File: config.mk
export PLATFORM = sky130hd
export DESIGN_NAME = mem_arbiter
export DESIGN_NICKNAME = d
export VERILOG_FILES = /design/src/rtl/mem_arb_pkg.sv /design/src/rtl/mem_byte_seq.sv /design/src/rtl/mem_arbiter.sv
export SDC_FILE = /design/constraint.sdc
export NUM_CORES = 1
export LEC_CHECK = 0
export ABC_AREA = 0
export BUFFER_PORTS_ARGS = -buffer_cell sky130_fd_sc_hd__buf_2
export CAP_MARGIN = 20
export CORE_ASPECT_RATIO = 0.75
export CORE_UTILIZATION = 30
export DETAILED_ROUTE_END_ITERATION = 12
export GPL_TIMING_DRIVEN = 0
export REMOVE_ABC_BUFFERS = 1
export SLEW_MARGIN = 20
export SYNTH_ARGS = -nofsm -noshare
export SYNTH_HDL_FRONTEND = slang
export SYNTH_HIERARCHICAL = 1
export SYNTH_SLANG_ARGS = --single-unit
File: constraint.sdc
create_clock -name clk -period 5 [get_ports clk]
set_input_delay 0 -clock clk [delete_from_list [all_inputs] [get_ports clk]]
set_output_delay 0 -clock clk [all_outputs]
set_load 0.005 [all_outputs]
File: src/rtl/mem_arb_pkg.sv
// Shared types and helpers for the byte-wide RAM port arbiter.
package mem_arb_pkg;

    localparam int unsigned RAM_RD_LAT_DEF = 1;

    typedef enum logic [1:0] {
        IDLE  = 2'd0,
        FETCH = 2'd1,
        DATA  = 2'd2
    } state_t;

    localparam logic [1:0] LEN_B = 2'd0;
    localparam logic [1:0] LEN_H = 2'd1;
    localparam logic [1:0] LEN_W = 2'd2;

    // Access length code to byte count; code 3 behaves as a word.
    function automatic logic [2:0] len_bytes(input logic [1:0] len);
        case (len)
            LEN_B:   return 3'd1;
            LEN_H:   return 3'd2;
            default: return 3'd4;
        endcase
    endfunction

endpackage

File: src/rtl/mem_byte_seq.sv
// Byte sequencer: issues N little-endian byte addresses/writes and assembles
// read bytes arriving RAM_RD_LAT cycles after their address.
module mem_byte_seq
    import mem_arb_pkg::*;
#(
    parameter int unsigned ADDR_W     = 32,
    parameter int unsigned RAM_RD_LAT = RAM_RD_LAT_DEF
) (
    input  logic              clk,
    input  logic              rst,
    input  logic              start,
    input  logic [ADDR_W-1:0] base,
    input  logic [2:0]        nbytes,
    input  logic              wr,
    input  logic [31:0]       wdata,
    input  logic              abort,
    output logic              busy,
    output logic              done,
    output logic              last_c,
    output logic [31:0]       word_c,
    output logic [ADDR_W-1:0] ram_addr,
    output logic [7:0]        ram_dout,
    output logic              ram_wr,
    input  logic [7:0]        ram_din
);

    localparam int unsigned LT = RAM_RD_LAT - 1;

    logic              issuing;
    logic [1:0]        cnt;
    logic [1:0]        last_idx;
    logic              wr_q;
    logic [ADDR_W-1:0] base_q;
    logic [31:0]       wdata_q;
    logic [31:0]       asm_q;
    logic [RAM_RD_LAT-1:0] vld;
    logic [RAM_RD_LAT-1:0] tag_lst;
    logic [1:0]        tag_idx [RAM_RD_LAT];
    logic [1:0]        cnt_nxt;
    logic              at_last;

    assign cnt_nxt = cnt + 2'd1;
    assign at_last = (cnt == last_idx);
    assign busy    = issuing || (|vld);

    // Assembled word including the byte arriving this cycle.
    always_comb begin
        word_c = asm_q;
        if (vld[LT]) word_c[{tag_idx[LT], 3'b000} +: 8] = ram_din;
        last_c = vld[LT] && tag_lst[LT];
    end

    always_ff @(posedge clk or negedge rst) begin
        if (!rst) begin
            issuing  <= 1'b0;
            cnt      <= '0;
            last_idx <= '0;
            wr_q     <= 1'b0;
            base_q   <= '0;
            wdata_q  <= '0;
            asm_q    <= '0;
            done     <= 1'b0;
            ram_addr <= '0;
            ram_dout <= '0;
            ram_wr   <= 1'b0;
            vld      <= '0;
            tag_lst  <= '0;
            for (int unsigned i = 0; i < RAM_RD_LAT; i++) tag_idx[i] <= '0;
        end else begin
            done <= 1'b0;
            if (abort) begin
                // Dropping the valid tags discards bytes still in the RAM pipe.
                issuing  <= 1'b0;
                ram_addr <= '0;
                ram_dout <= '0;
                ram_wr   <= 1'b0;
                vld      <= '0;
            end else begin
                if (start) begin
                    issuing  <= 1'b1;
                    cnt      <= '0;
                    last_idx <= 2'(nbytes - 3'd1);
                    wr_q     <= wr;
                    base_q   <= base;
                    wdata_q  <= wdata;
                    asm_q    <= '0;
                    ram_addr <= base;
                    ram_wr   <= wr;
                    ram_dout <= wr ? wdata[7:0] : 8'h00;
                end else if (issuing) begin
                    if (at_last) begin
                        issuing  <= 1'b0;
                        ram_addr <= '0;
                        ram_wr   <= 1'b0;
                        ram_dout <= '0;
                        done     <= wr_q;
                    end else begin
                        cnt      <= cnt_nxt;
                        ram_addr <= base_q + ADDR_W'(cnt_nxt);
                        ram_dout <= wr_q ? 8'(wdata_q >> {cnt_nxt, 3'b000}) : 8'h00;
                    end
                end
                vld[0]     <= issuing && !wr_q;
                tag_lst[0] <= at_last;
                tag_idx[0] <= cnt;
                for (int unsigned i = 1; i < RAM_RD_LAT; i++) begin
                    vld[i]     <= vld[i-1];
                    tag_lst[i] <= tag_lst[i-1];
                    tag_idx[i] <= tag_idx[i-1];
                end
                if (vld[LT]) begin
                    asm_q <= word_c;
                    if (tag_lst[LT]) done <= 1'b1;
                end
            end
        end
    end

endmodule

File: src/rtl/mem_arbiter.sv
// Arbitrates the byte-wide RAM port between IF fetches and MEM accesses.
// Optional one-entry fetch buffer enabled by `define MEM_ARB_FETCH_BUF_EN.
module mem_arbiter
    import mem_arb_pkg::*;
#(
    parameter int unsigned RAM_RD_LAT = RAM_RD_LAT_DEF,
    parameter int unsigned ADDR_W     = 32
) (
    input  logic              clk,
    input  logic              rst,
    input  logic              if_req,
    input  logic [ADDR_W-1:0] if_addr,
    input  logic              if_cancel,
    output logic              if_done,
    output logic [31:0]       if_data,
    input  logic              mm_req,
    input  logic              mm_wr,
    input  logic [1:0]        mm_len,
    input  logic [ADDR_W-1:0] mm_addr,
    input  logic [31:0]       mm_wdata,
    output logic              mm_done,
    output logic [31:0]       mm_rdata,
    output logic              stl_mm,
    output logic [ADDR_W-1:0] ram_addr,
    output logic [7:0]        ram_dout,
    output logic              ram_wr,
    input  logic [7:0]        ram_din
);

    state_t            state, state_nxt;
    logic              seq_start, seq_abort, seq_wr;
    logic [ADDR_W-1:0] seq_base;
    logic [2:0]        seq_nbytes;
    logic              seq_busy, seq_done, seq_last;
    logic [31:0]       seq_word;
    logic              hold, buf_hit;

`ifdef MEM_ARB_FETCH_BUF_EN
    logic              buf_valid, hit_q, buf_take;
    logic [ADDR_W-1:0] buf_addr;
    logic [31:0]       buf_word;
    assign hold     = hit_q;
    assign buf_hit  = buf_valid && (if_addr == buf_addr);
    assign buf_take = (state == IDLE) && !hold && !seq_busy && !mm_req &&
                      if_req && !if_cancel && buf_hit;
`else
    assign hold    = 1'b0;
    assign buf_hit = 1'b0;
`endif

    mem_byte_seq #(.ADDR_W(ADDR_W), .RAM_RD_LAT(RAM_RD_LAT)) u_seq (
        .clk      (clk),
        .rst      (rst),
        .start    (seq_start),
        .base     (seq_base),
        .nbytes   (seq_nbytes),
        .wr       (seq_wr),
        .wdata    (mm_wdata),
        .abort    (seq_abort),
        .busy     (seq_busy),
        .done     (seq_done),
        .last_c   (seq_last),
        .word_c   (seq_word),
        .ram_addr (ram_addr),
        .ram_dout (ram_dout),
        .ram_wr   (ram_wr),
        .ram_din  (ram_din)
    );

    always_ff @(posedge clk or negedge rst) begin
        if (!rst) state <= IDLE;
        else      state <= state_nxt;
    end

    // MEM wins in IDLE; an accepted fetch runs to completion or cancel.
    always_comb begin
        state_nxt = state;
        case (state)
            IDLE: begin
                if (!hold && !seq_busy) begin
                    if (mm_req)                               state_nxt = DATA;
                    else if (if_req && !if_cancel && !buf_hit) state_nxt = FETCH;
                end
            end
            FETCH:   if (if_cancel || seq_done) state_nxt = IDLE;
            DATA:    if (seq_done)              state_nxt = IDLE;
            default: state_nxt = IDLE;
        endcase
    end

    always_comb begin
        seq_start  = 1'b0;
        seq_abort  = 1'b0;
        seq_base   = if_addr;
        seq_nbytes = 3'd4;
        seq_wr     = 1'b0;
        if (state == IDLE && state_nxt == DATA) begin
            seq_start  = 1'b1;
            seq_base   = mm_addr;
            seq_nbytes = len_bytes(mm_len);
            seq_wr     = mm_wr;
        end else if (state == IDLE && state_nxt == FETCH) begin
            seq_start = 1'b1;
        end
        if (state == FETCH && if_cancel) seq_abort = 1'b1;
`ifdef MEM_ARB_FETCH_BUF_EN
        if_done = ((state == FETCH && seq_done) || hit_q) && !if_cancel;
`else
        if_done = (state == FETCH) && seq_done && !if_cancel;
`endif
        mm_done = (state == DATA) && seq_done;
        stl_mm  = mm_req && !mm_done;
    end

    always_ff @(posedge clk or negedge rst) begin
        if (!rst) begin
            if_data  <= '0;
            mm_rdata <= '0;
        end else begin
            if (state == FETCH && seq_last && !if_cancel) if_data <= seq_word;
`ifdef MEM_ARB_FETCH_BUF_EN
            else if (buf_take) if_data <= buf_word;
`endif
            if (state == DATA && seq_last) mm_rdata <= seq_word;
        end
    end

`ifdef MEM_ARB_FETCH_BUF_EN
    // Remembers the last completed fetch; any store invalidates it.
    always_ff @(posedge clk or negedge rst) begin
        if (!rst) begin
            buf_valid <= 1'b0;
            buf_addr  <= '0;
            buf_word  <= '0;
            hit_q     <= 1'b0;
        end else begin
            hit_q <= buf_take;
            if (seq_start && seq_wr) begin
                buf_valid <= 1'b0;
            end else if (state == FETCH && seq_done && !if_cancel) begin
                buf_valid <= 1'b1;
                buf_addr  <= if_addr;
                buf_word  <= if_data;
            end
        end
    end
`endif

endmodule
Yosys cells after proc, flatten, opt, wreduce, memory -nomap -nowiden
Cells that the tools add are included. W data, S select, Z words.

Input bits: 112. Logic and storage cells: 105. Register bits after elaboration: 214. Output and inout port bits: 108.

Reductions and logical operators: 28. Equality and inequality tests: 7. Shifts and indexed selects: 3. Mux-type cells: 45. $add $sub $neg: 4. Bitwise logic cells: 1.

Operator list (number): $mux W32 (8); $mux W8 (6); $add A32 B2 Y32 (1); $bwmux W32 (1); $shift A8 B7 Y32 const A (1); $shiftx A8 B7 Y32 (1); $shr A32 B5 Y8 (1); $mux W1 (19); $mux W2 (9); $logic_and A1 B1 Y1 (13); $neg A5 Y7 (1); $eq A2 B1 Y1 const B (3); $pmux W2 S3 (1); $reduce_and A2 Y1 (3); $reduce_bool A3 Y1 (2); $eq A2 B2 Y1 const B (2); $logic_not A2 Y1 (2); $pmux W2 S2 (1); $reduce_bool A2 Y1 (2); $logic_not A1 Y1 (3); $reduce_and A3 Y1 (1); $add A2 B1 Y2 const B (1); $eq A2 B2 Y1 (1); $logic_or A1 B1 Y1 (2); other kinds (3) (3).

Logic depth before layout (Yosys ltp)
Gate-level depths: netlist of run 1.

Depth after elaboration: 14. Gate-level depth with buffers: 10. Depth with buffers taken out: 9.

Hierarchy
Netlist of run 1, hierarchy kept.

Modules (own cells, without submodules): mem_byte_seq (times used 1, seq. area each 3703.6 µm², cells each 736, area an instance 7205.7 µm²); mem_arbiter (times used 1, seq. area each 1651.6 µm², cells each 196, area an instance 3159.3 µm²).

Least setup slack after synthesis of run 1
No wires, ideal clock.

Path kind: reg2reg. From: register u_seq.cnt[0]. To: register u_seq.ram_addr[26]. Path slack: 2.407 ns. Arrival: 2.524 ns. Clock period less this slack: 2.593 ns. Library setup time: 0.069 ns. Buffers on the path: 1. Data required time: 4.931 ns. Cell stages (with the launch flop): 10. Cell sequence: dfrtp_1 > clkbuf_1 > xor2_1 > inv_1 > fa_1 > and4b_1 > nand2_1 > nor3_1 > mux2_2 > nand3_1.

Longest elaborated chain between the ends: 6.

RTL lines: start, declared (RTL line mem_byte_seq.sv:30) `logic [1:0] cnt;`; start signal, assigned (RTL line mem_byte_seq.sv:98) `cnt <= cnt_nxt;`; $add A2 B1 Y2 (RTL line mem_byte_seq.sv:42) `assign cnt_nxt = cnt + 2'd1;`; $add A32 B2 Y32 (RTL line mem_byte_seq.sv:99) `ram_addr <= base_q + ADDR_W'(cnt_nxt);`; $mux W32 * (RTL line mem_byte_seq.sv:91) `if (at_last) begin`; $mux W32 * (RTL line mem_byte_seq.sv:90) `end else if (issuing) begin`; $mux W32 * (RTL line mem_byte_seq.sv:79) `if (start) begin`; $mux W32 * (RTL line mem_byte_seq.sv:71) `if (abort) begin`; end signal, assigned (RTL line mem_byte_seq.sv:87) `ram_addr <= base;`; end signal, assigned (RTL line mem_byte_seq.sv:99); end, declared (RTL line mem_byte_seq.sv:21) `output logic [ADDR_W-1:0] ram_addr,`.

Mark *: on every way between the ends. The rest lies on a longest branch, timed or not. The select of a mux whose other input is x is not followed. A chain may end at the register's enable or synchronous reset.

Worst setup path after layout of run 1
From: register u_seq.vld. To: register u_seq.cnt[1].

Longest elaborated chain between the ends: 9.

RTL lines: start, declared (RTL line mem_byte_seq.sv:36) `logic [RAM_RD_LAT-1:0] vld;`; start signal, assigned by index (RTL line mem_byte_seq.sv:107) `vld[i] <= vld[i-1];`; $logic_or A1 B1 Y1 * (RTL line mem_byte_seq.sv:44) `assign busy = issuing || (|vld);`; via seq_busy (RTL line mem_arbiter.sv:34) `logic seq_busy, seq_done, seq_last;`; $mux W2 * (RTL line mem_arbiter.sv:80) `if (!hold && !seq_busy) begin`; $pmux W2 S3 * (RTL line mem_arbiter.sv:78) `case (state)`; $eq A2 B1 Y1 (RTL line mem_arbiter.sv:102) `end else if (state == IDLE && state_nxt == FETCH) begin`; $logic_and A1 B1 Y1 (RTL line mem_arbiter.sv:102); $mux W1 (RTL line mem_arbiter.sv:102); $mux W1 * (RTL line mem_arbiter.sv:97) `if (state == IDLE && state_nxt == DATA) begin`; via seq_start (RTL line mem_arbiter.sv:31) `logic seq_start, seq_abort, seq_wr;`; $ne A2 B2 Y1 (no source line) / $reduce_bool A2 Y1 (equally long branches); $reduce_and A3 Y1 (no source line).

The timed path passes the listed nets; every way through them passes the cells marked *.

==> results of run 1 <==
stage by stage:
step,util [%],hold WS [ns]
floorplan,-,-0.2956
global placement,34.46,0.1928
detailed placement,35.32,-0.1693
CTS,41.27,0.07109
global route,41.27,0.08490
finish,41.27,0.09477
state kept, by name (all words and copies together), names as in the netlist, 2 cells and up:
name	flops
if_data	32
mm_rdata	32
state	2
u_seq/asm_q	32
u_seq/base_q	32
u_seq/cnt	2
u_seq/last_idx	2
u_seq/ram_addr	32
u_seq/ram_dout	8
u_seq/tag_idx	2
u_seq/wdata_q	32
layout make-up:
class | instances | area (sq um)
fill | 3263 | 19820
sequential | 214 | 5355
multi-input combinational | 643 | 4621
timing repair buffer | 345 | 2472
clock buffer | 34 | 719.4
tap | 450 | 563.0
clock inverter | 11 | 165.2
inverter | 8 | 30.03
power groups by stage:
stage                     sequential [W]  clock [W]  combinational, W
after floorplan                  0.00263          0           0.00153
after global placement           0.00273          0           0.00232
after detailed placement         0.00274          0           0.00244
after CTS                        0.00272    0.00202           0.00257
after global routing             0.00280    0.00210           0.00283
final                            0.00272    0.00196           0.00253
timing repair:
| action | 4_1_cts | 5_1_grt |
|---|---|---|
| hold buffers | 112 | 0 |
| buffers inserted | 0 | 0 |
| endpoints found under the hold margin | 250 | 0 |
worst max-delay path by stage:
| stage | end | start | depth (start not counted) |
|---|---|---|---|
| floorplan | u_seq/ram_addr[0] | u_seq/vld | 6 |
| global placement | u_seq/ram_addr[14] | u_seq/vld | 6 |
| detailed placement | u_seq/cnt[1] | u_seq/vld | 6 |
| CTS | u_seq/cnt[1] | u_seq/vld | 6 |
| global route | u_seq/cnt[1] | u_seq/vld | 6 |
| finish | u_seq/cnt[1] | u_seq/vld | 6 |
critical path, delay by kind of cell (launching register included):
kind / cells / cell delay, ns
compound gates: 2 / 1.03
simple gates: 4 / 2.21
flops: 1 / 0.52
per-layer routing:
layer	routed length (um)	global-route usage, %	up-vias
li1	-	-	3878
met1	14080	23.99	4050
met2	13340	26.84	205
met3	1547	3.324	34
met5	0	0	-
met4	430	2.817	0
==> flow_summary_export.csv, run 1 <==
group,metric,value,unit
outcome,outcome,"completed",
power,comb_power_share,35.2,%
detailed_routing,drt-vias-per-instance,4.790,
place,hpwl,19.75,mm
cells_and_area,insertedDiodeCount,0,
cells_and_area,layout_commonest_cell,"nand2_1",
clock_network,cts_num_sinks,214,
sta,finalClockSkew,0.01207,ns
place,dp_cells,1548,
detailed_routing,detailroute.via_count,8167,
place,io_buffers,219,
power,static-leakage-power,6.912,nW
floorplanning,boundaryPins,220,
floorplanning,core_region_area,0.03374,sq mm
cells_and_area,final_instance_count_without_filler_cells,1705,
sta,finalMaxSlewViolations,0,
critical_path,reg2reg_slack,1.11,ns
floorplanning,floorplan.initialDensity,30.70,%
global_route,grt-ovfl-total,0,
power,power_frac_clock,27.1,%
yosys,synth_area,0.01036,sq mm
floorplanning,chipWidth,216.6,um
min_path,worstHoldPathType,"input pin to flop",
cells_and_area,final_cell_area,0.01393,sq mm
min_path,hold_path.startpoint,"mm_req",
power,p_per_area,517.7,mW/mm^2
critical_path,critical_path.max_stage_delay,0.87,ns
clock_network,h-tree-depth,1,
global_route,first_global_vias,8352,
yosys,postSynthCellCount,931,
global_route,antenna_found_initial,0,
critical_path,reg2reg_to,"u_seq/cnt[1]",
detailed_routing,totalWireLength,29.40,mm
detailed_routing,drt_drc_violations_left,0,
sta,timing_hold_violations_final,0,
yosys,yosysWarningCount,6,
power,p_total,0.007210,W
place,standard_cell_area_after_detailed_placement,0.01192,sq mm
min_path,hold-path-endpoint,"state[1]",
cells_and_area,area_growth_syn_to_layout,34.44,%
detailed_routing,detailedRoute.firstPassIterationCount,4,
place,gp_routability_congestion,0.7791,
power,cellInternalPower,0.004623,W
floorplanning,design.die.area,0.03528,sq mm
critical_path,r2r.worst_path.cells,6,
clock_network,number_of_resized_instances_in_the_post_cts_repair_step,0,
sta,fin_tns_setup,0,ns
power,switching_fraction_of_total_power,35.88,%
critical_path,kind_of_capture_point_of_the_worst_setup_path,"flop",
critical_path,critPathRequiredTime,5.41,ns
detailed_routing,drt-wirelength-per-cell,17.24,um
detailed_routing,drt_iter0_markers,487,
floorplanning,die_height,162.9,um
floorplanning,floorplan_row_count,58,
global_route,track_usage,16.86,%
power,switching_power,0.002587,W
clock_network,max-clock-path-buffers,3,
sta,layout_worst_path_cycle_share,77.86,%
critical_path,critical_path_peak_fanout,23,
clock_network,clkSlewWorstSetupHoldPaths,0.06,ns
sta,fmax,256.9,MHz
clock_network,clock_insertion_delay_worst_skew,0.52,ns
sta,slew-limit-headroom,30.58,%
sta,rsz_0062_raised_after_global_routing,"no",
sta,postLayoutSetupSlackWorst,1.107,ns
clock_network,cts_tree,"built",
critical_path,worstPathCellList,"or2_2 -> nor3_1 -> o21a_1 -> or3_1 -> nand2_1 -> o31ai_1",
sta,worst_pin_slew,1.039,ns
place,placement.setup.worst_slack,0.9923,ns
critical_path,worstSetupPathType,"flop to flop",
yosys,postSynthAreaPerCell,11.13,sq um
critical_path,rr_startpoint,"u_seq/vld",
min_path,holdPathStages,3,
clock_network,cts-buffers-inserted,25,
cells_and_area,fin_nets,1357,
critical_path,cp_slowest_cell,"nand2_1",
critical_path,worstSetupStartpointType,"flop",
sta,fin_crit,3.893,ns
global_route,wire_length_of_the_first_global_routing_pass,47.28,mm
cells_and_area,final_layout_size_suffix_gt1_share,32.59,%
sta,setup_viol_count_final,0,
cells_and_area,commonest_cells_after_routing_fill_and_taps_aside,"252 x nand2_1, 218 x buf_2, 214 x dfrtp_1, 112 x dlygate4sd3_1, 72 x mux2_2",
flow_run,max_cap_violations,0,
critical_path,timing.critical_path.arrival,4.31,ns
detailed_routing,remaining_antenna_violation_count_after_routing,0,
power,power.sequential.fraction,37.7,%
clock_network,cts-root-buf,"clkbuf_16",
global_route,grt_max_degree,90,
power,ir_worst_vdd,0.2604,mV
Power figures use the tool's default switching activity.
==> inputs of run 2 (changes only) <==
Clock period 5 ns to 3.2 ns, I/O delays scaled along.
==> flow_summary_export.csv, run 2 (same netlist as run 1, synthesis figures left out) <==
group,metric,value,unit
sta,slew-limit-headroom,33.06,%
floorplanning,boundaryPins,220,
cells_and_area,multi_input_logic_area,0.004626,sq mm
global_route,wire_length_of_the_first_global_routing_pass,47.52,mm
global_route,antenna_found_initial,0,
sta,fmax,326.8,MHz
place,gp_routability_congestion,0.7791,
critical_path,timing.critical_path.arrival,3.44,ns
sta,setup_viol_count_final,0,
power,ir_worst_vdd,0.3971,mV
sta,fin_crit,3.060,ns
clock_network,cts_tree,"built",
detailed_routing,totalWireLength,29.57,mm
sta,worst_pin_slew,0.9988,ns
outcome,outcome,"completed",
critical_path,cp.buffers_inverters,4,
detailed_routing,drt_iter0_markers,487,
critical_path,worstSetupStartpointType,"flop",
clock_network,clkSlewWorstSetupHoldPaths,0.06,ns
cells_and_area,fin_nets,1365,
cells_and_area,commonest_cells_after_routing_fill_and_taps_aside,"251 x nand2_1, 218 x buf_2, 211 x dfrtp_1, 113 x dlygate4sd3_1, 72 x mux2_2",
detailed_routing,detailroute.via_count,8219,
clock_network,cts-root-buf,"clkbuf_16",
global_route,grtUsageMet2,27.23,%
sta,layout_worst_path_cycle_share,95.63,%
sta,timing_hold_violations_final,0,
global_route,met1_routing_resource_usage_after_global_routing,23.94,%
place,hpwl,19.75,mm
floorplanning,design.die.area,0.03528,sq mm
global_route,met3_usage,3.343,%
critical_path,cp_slowest_cell,"dlygate4sd3_1",
power,static-leakage-power,6.949,nW
floorplanning,chipWidth,216.6,um
sta,finalMaxSlewViolations,0,
clock_network,cts-buffers-inserted,25,
floorplanning,floorplan.initialDensity,30.70,%
critical_path,critical_path.max_stage_delay,0.57,ns
floorplanning,core_region_area,0.03374,sq mm
global_route,grt_max_degree,90,
clock_network,clock_insertion_delay_worst_skew,0.52,ns
detailed_routing,drt-vias-per-instance,4.798,
clock_network,max-clock-path-buffers,3,
critical_path,critPathRequiredTime,3.58,ns
sta,rsz_0062_raised_after_global_routing,"no",
critical_path,worstPathCellList,"or2_2 -> nor4b_4 -> buf_6 -> buf_6 -> buf_6 -> mux2_4 -> dlygate4sd3_1 -> nand2_1 -> o211ai_1",
cells_and_area,layout_commonest_cell,"nand2_1",
global_route,grt-ovfl-total,0,
power,p_total,0.01130,W
min_path,worstHoldPathType,"input pin to asynchronous set/reset pin",
cells_and_area,final_layout_size_suffix_gt1_share,33.41,%
global_route,global_route.peak_usage_layer,"met2",
sta,fin_tns_setup,0,ns
detailed_routing,drt-wirelength-per-cell,17.26,um
cells_and_area,fillCellCount,3246,
critical_path,critical_path.most_common_cell,"buf_6",
critical_path,kind_of_capture_point_of_the_worst_setup_path,"flop",
detailed_routing,drt_drc_violations_left,0,
place,io_buffers,219,
critical_path,worstSetupPathType,"flop to flop",
clock_network,h-tree-depth,1,
clock_network,cts_num_sinks,214,
cells_and_area,insertedDiodeCount,0,
power,p_per_area,807.6,mW/mm^2
place,dp_cells,1548,
global_route,first_global_vias,8414,
detailed_routing,remaining_antenna_violation_count_after_routing,0,
floorplanning,die_height,162.9,um
critical_path,critical-path-top-delay-family,"buffers and inverters",
floorplanning,floorplan_row_count,58,
cells_and_area,ff_latch_area,0.005359,sq mm
place,standard_cell_area_after_detailed_placement,0.01192,sq mm
cells_and_area,area_growth_syn_to_layout,35.13,%
flow_run,max_cap_violations,0,
critical_path,critical_path_peak_fanout,12,
cells_and_area,layout.core_utilization,41.48,%
global_route,track_usage,16.96,%
cells_and_area,final_instance_count_without_filler_cells,1713,
sta,finalClockSkew,0.01196,ns
cells_and_area,final_cell_area,0.01400,sq mm
detailed_routing,detailedRoute.firstPassIterationCount,4,
## run 2: changes by cell type in the layout (fill, tap and decap cells not counted), sizes merged
| cell | before | now |
|---|---|---|
| buf | 233 | 240 |
| dlygate4sd3 | 112 | 113 |
## run 2: cell type report
cell class,instances,share of cell area [%]
repair buffers,353,18.11
clock inverters,11,1.180
well taps,450,4.023
flip-flops and latches,214,38.29
clock buffers,34,5.140
multi-input cells,643,33.05
inverters,8,0.2145
## run 2: metrics by stage
step / hold WS (ns) / setup slack (ns)
2_1_floorplan: -0.2956 / -0.7562
3_3_place_gp: 0.1928 / -3.398
4_1_cts: 0.07105 / 0.002184
3_5_place_dp: -0.1693 / -0.8077
5_1_grt: 0.1265 / 0.02222
6_report: 0.09799 / 0.1400
## run 2: worst paths after layout
| path | to | cells after the start | start | slack [ns] |
|---|---|---|---|---|
| setup / recovery | u_seq/ram_addr[7] | 9 | u_seq/vld | 0.14 |
| hold / removal | mm_rdata[18] | 3 | rst | 0.1 |
| setup reg to reg | u_seq/ram_addr[7] | 9 | u_seq/vld | 0.14 |
| hold reg to reg | u_seq/wdata_q[1] | 2 | u_seq/wdata_q[1] | 0.47 |
| max in group asynchronous | mm_rdata[14] | 3 | rst | 2.01 |
| min in group clk | u_seq/ram_wr | 4 | mm_req | 0.16 |
## run 2: power by group
part,switching (W),internal [W]
Combinational,0.00216,0.00184
Clock,0.00116,0.00190
Sequential,0.000729,0.00352
## run 2: tightest hold or removal path: stages
cell and delay (ns):
dlygate4sd3_1 0.56, buf_8 0.12, buf_16 0.37
## run 2: repair_timing
| action | in CTS | in global routing |
|---|---|---|
| endpoints found under the setup margin | 22 | 21 |
| resized for setup | 3 | 3 |
| endpoints found under the hold margin | 250 | 0 |
| hold buffers | 113 | 0 |
| buffers inserted | 0 | 7 |
| pin swaps | 0 | 1 |
## run 2: layer usage
layer	up-vias	routed length, um
li1	3887	-
met2	195	13580
met1	4104	14100
met4	0	409
met5	-	0
met3	33	1483
==> inputs of run 3 (changes only) <==
Clock period 3.2 ns to 2.7 ns, I/O delays scaled along.
==> flow_summary_export.csv, run 3 (same netlist as run 1, synthesis figures left out) <==
group,metric,value,unit
sta,finalClockSkew,0.01196,ns
place,io_buffers,219,
sta,timing.hold.ws,0.09843,ns
detailed_routing,drt_iter0_markers,459,
sta,fmax,392.2,MHz
detailed_routing,totalWireLength,29.97,mm
critical_path,critPathRequiredTime,3.09,ns
sta,layout_worst_path_cycle_share,94.44,%
place,dp_cells,1548,
critical_path,worstSetupStartpointType,"flop",
global_route,first_global_vias,8412,
detailed_routing,remaining_antenna_violation_count_after_routing,0,
place,hpwl,19.75,mm
power,static-leakage-power,6.983,nW
min_path,worstHoldPathType,"input pin to asynchronous set/reset pin",
outcome,outcome,"completed",
cells_and_area,insertedDiodeCount,0,
floorplanning,floorplan.initialDensity,30.70,%
clock_network,h-tree-depth,1,
clock_network,cts_tree,"built",
clock_network,clock_insertion_delay_worst_skew,0.52,ns
cells_and_area,layout_commonest_cell,"nand2_1",
floorplanning,floorplan_row_count,58,
cells_and_area,fillCellCount,3233,
clock_network,cts-buffers-inserted,25,
critical_path,kind_of_capture_point_of_the_worst_setup_path,"flop",
floorplanning,boundaryPins,220,
sta,timing_hold_violations_final,0,
global_route,track_usage,17.15,%
critical_path,rr_startpoint,"u_seq/issuing",
detailed_routing,detailedRoute.firstPassIterationCount,5,
clock_network,cts_num_sinks,214,
sta,fin_crit,2.550,ns
critical_path,timing.critical_path.arrival,2.94,ns
critical_path,reg2reg_to,"u_seq/ram_addr[0]",
global_route,grt_max_degree,90,
cells_and_area,commonest_cells_after_routing_fill_and_taps_aside,"250 x nand2_1, 218 x buf_2, 210 x dfrtp_1, 112 x dlygate4sd3_1, 72 x mux2_2",
critical_path,worstSetupPathType,"flop to flop",
cells_and_area,final_layout_size_suffix_gt1_share,34.23,%
sta,setup_viol_count_final,0,
critical_path,r2r.worst_path.cells,7,
clock_network,max-clock-path-buffers,3,
global_route,grt-ovfl-total,0,
detailed_routing,drt-vias-per-instance,4.803,
clock_network,clkSlewWorstSetupHoldPaths,0.06,ns
detailed_routing,drt_drc_violations_left,0,
detailed_routing,detailroute.via_count,8238,
flow_run,max_cap_violations,0,
sta,rsz_0062_raised_after_global_routing,"no",
cells_and_area,area_growth_syn_to_layout,35.80,%
detailed_routing,drt-wirelength-per-cell,17.48,um
cells_and_area,fin_nets,1367,
critical_path,critPathLaunch,"u_seq/issuing",
critical_path,critical_path_peak_fanout,8,
clock_network,cts-root-buf,"clkbuf_16",
floorplanning,chipWidth,216.6,um
floorplanning,design.die.area,0.03528,sq mm
critical_path,reg2reg_slack,0.15,ns
floorplanning,core_region_area,0.03374,sq mm
global_route,wire_length_of_the_first_global_routing_pass,47.91,mm
power,ir_worst_vdd,0.4765,mV
sta,slew-limit-headroom,32.89,%
place,gp_routability_congestion,0.7791,
floorplanning,die_height,162.9,um
cells_and_area,final_cell_area,0.01407,sq mm
power,p_total,0.01351,W
sta,worst_pin_slew,1.001,ns
sta,finalMaxSlewViolations,0,
place,standard_cell_area_after_detailed_placement,0.01192,sq mm
power,p_per_area,960.3,mW/mm^2
cells_and_area,final_instance_count_without_filler_cells,1715,
global_route,antenna_found_initial,0,
==> run 3: critical path, cell delays in order, from the launching register on <==
cell           delay (ns)
dfrtp_2              0.47
or2_2                0.34
nor4b_4              0.28
buf_6                0.21
mux2_2               0.35
dlygate4sd3_1        0.57
nand2_1              0.09
a31oi_1              0.09
==> run 3: through the flow <==
step           setup slack (ns)  TNS, ns  util (%)
2_1_floorplan            -1.256  -113.47         -
5_1_grt                0.009727        0     41.69
3_3_place_gp             -3.898  -868.31     34.46
3_5_place_dp             -1.308   -36.66     35.32
4_1_cts                 0.03094        0     41.60
6_report                 0.1501        0     41.69
==> run 3: layout make-up <==
| class | count | area, sq um | share of cell area (%) |
|---|---|---|---|
| multi-input cells | 643 | 4664 | 33.16 |
| repair buffers | 355 | 2560 | 18.20 |
| inverters | 8 | 30.03 | 0.2135 |
| well taps | 450 | 563.0 | 4.003 |
| clock buffers | 34 | 719.4 | 5.114 |
| clock inverters | 11 | 165.2 | 1.174 |
| flip-flops and latches | 214 | 5365 | 38.14 |
==> run 3: how the worst max path moves through the flow <==
stage	endpoint	slack [ns]	depth (start not counted)
after CTS	u_seq/ram_addr[31]	0.03	9
after floorplan	u_seq/ram_addr[0]	-1.26	6
after detailed placement	u_seq/cnt[1]	-1.31	6
final	u_seq/ram_addr[0]	0.15	7
after global routing	u_seq/ram_addr[0]	0.01	7
after global placement	u_seq/ram_addr[14]	-3.90	6
==> run 3: per-layer routing <==
| metal | share of wire (%) | vias up | track usage (%) |
|---|---|---|---|
| met2 | 46 | 214 | 27.52 |
| met5 | 0 | - | 0 |
| met1 | 47 | 4090 | 24.30 |
| met4 | 1.5 | 0 | 2.849 |
| met3 | 5.5 | 36 | 3.249 |
| li1 | - | 3898 | - |
==> run 3: what timing repair did <==
item,in CTS,in global routing
endpoints found under the hold margin,250,0
pin swaps,3,1
setup endpoints to repair,84,25
buffers inserted,8,3
gates resized for setup,15,4
hold buffers,112,0
==> run 3: power by group <==
part,internal [W],switching (W)
Combinational,0.00224,0.00268
Sequential,0.00418,0.000780
Clock,0.00225,0.00138
Total,0.00867,0.00484
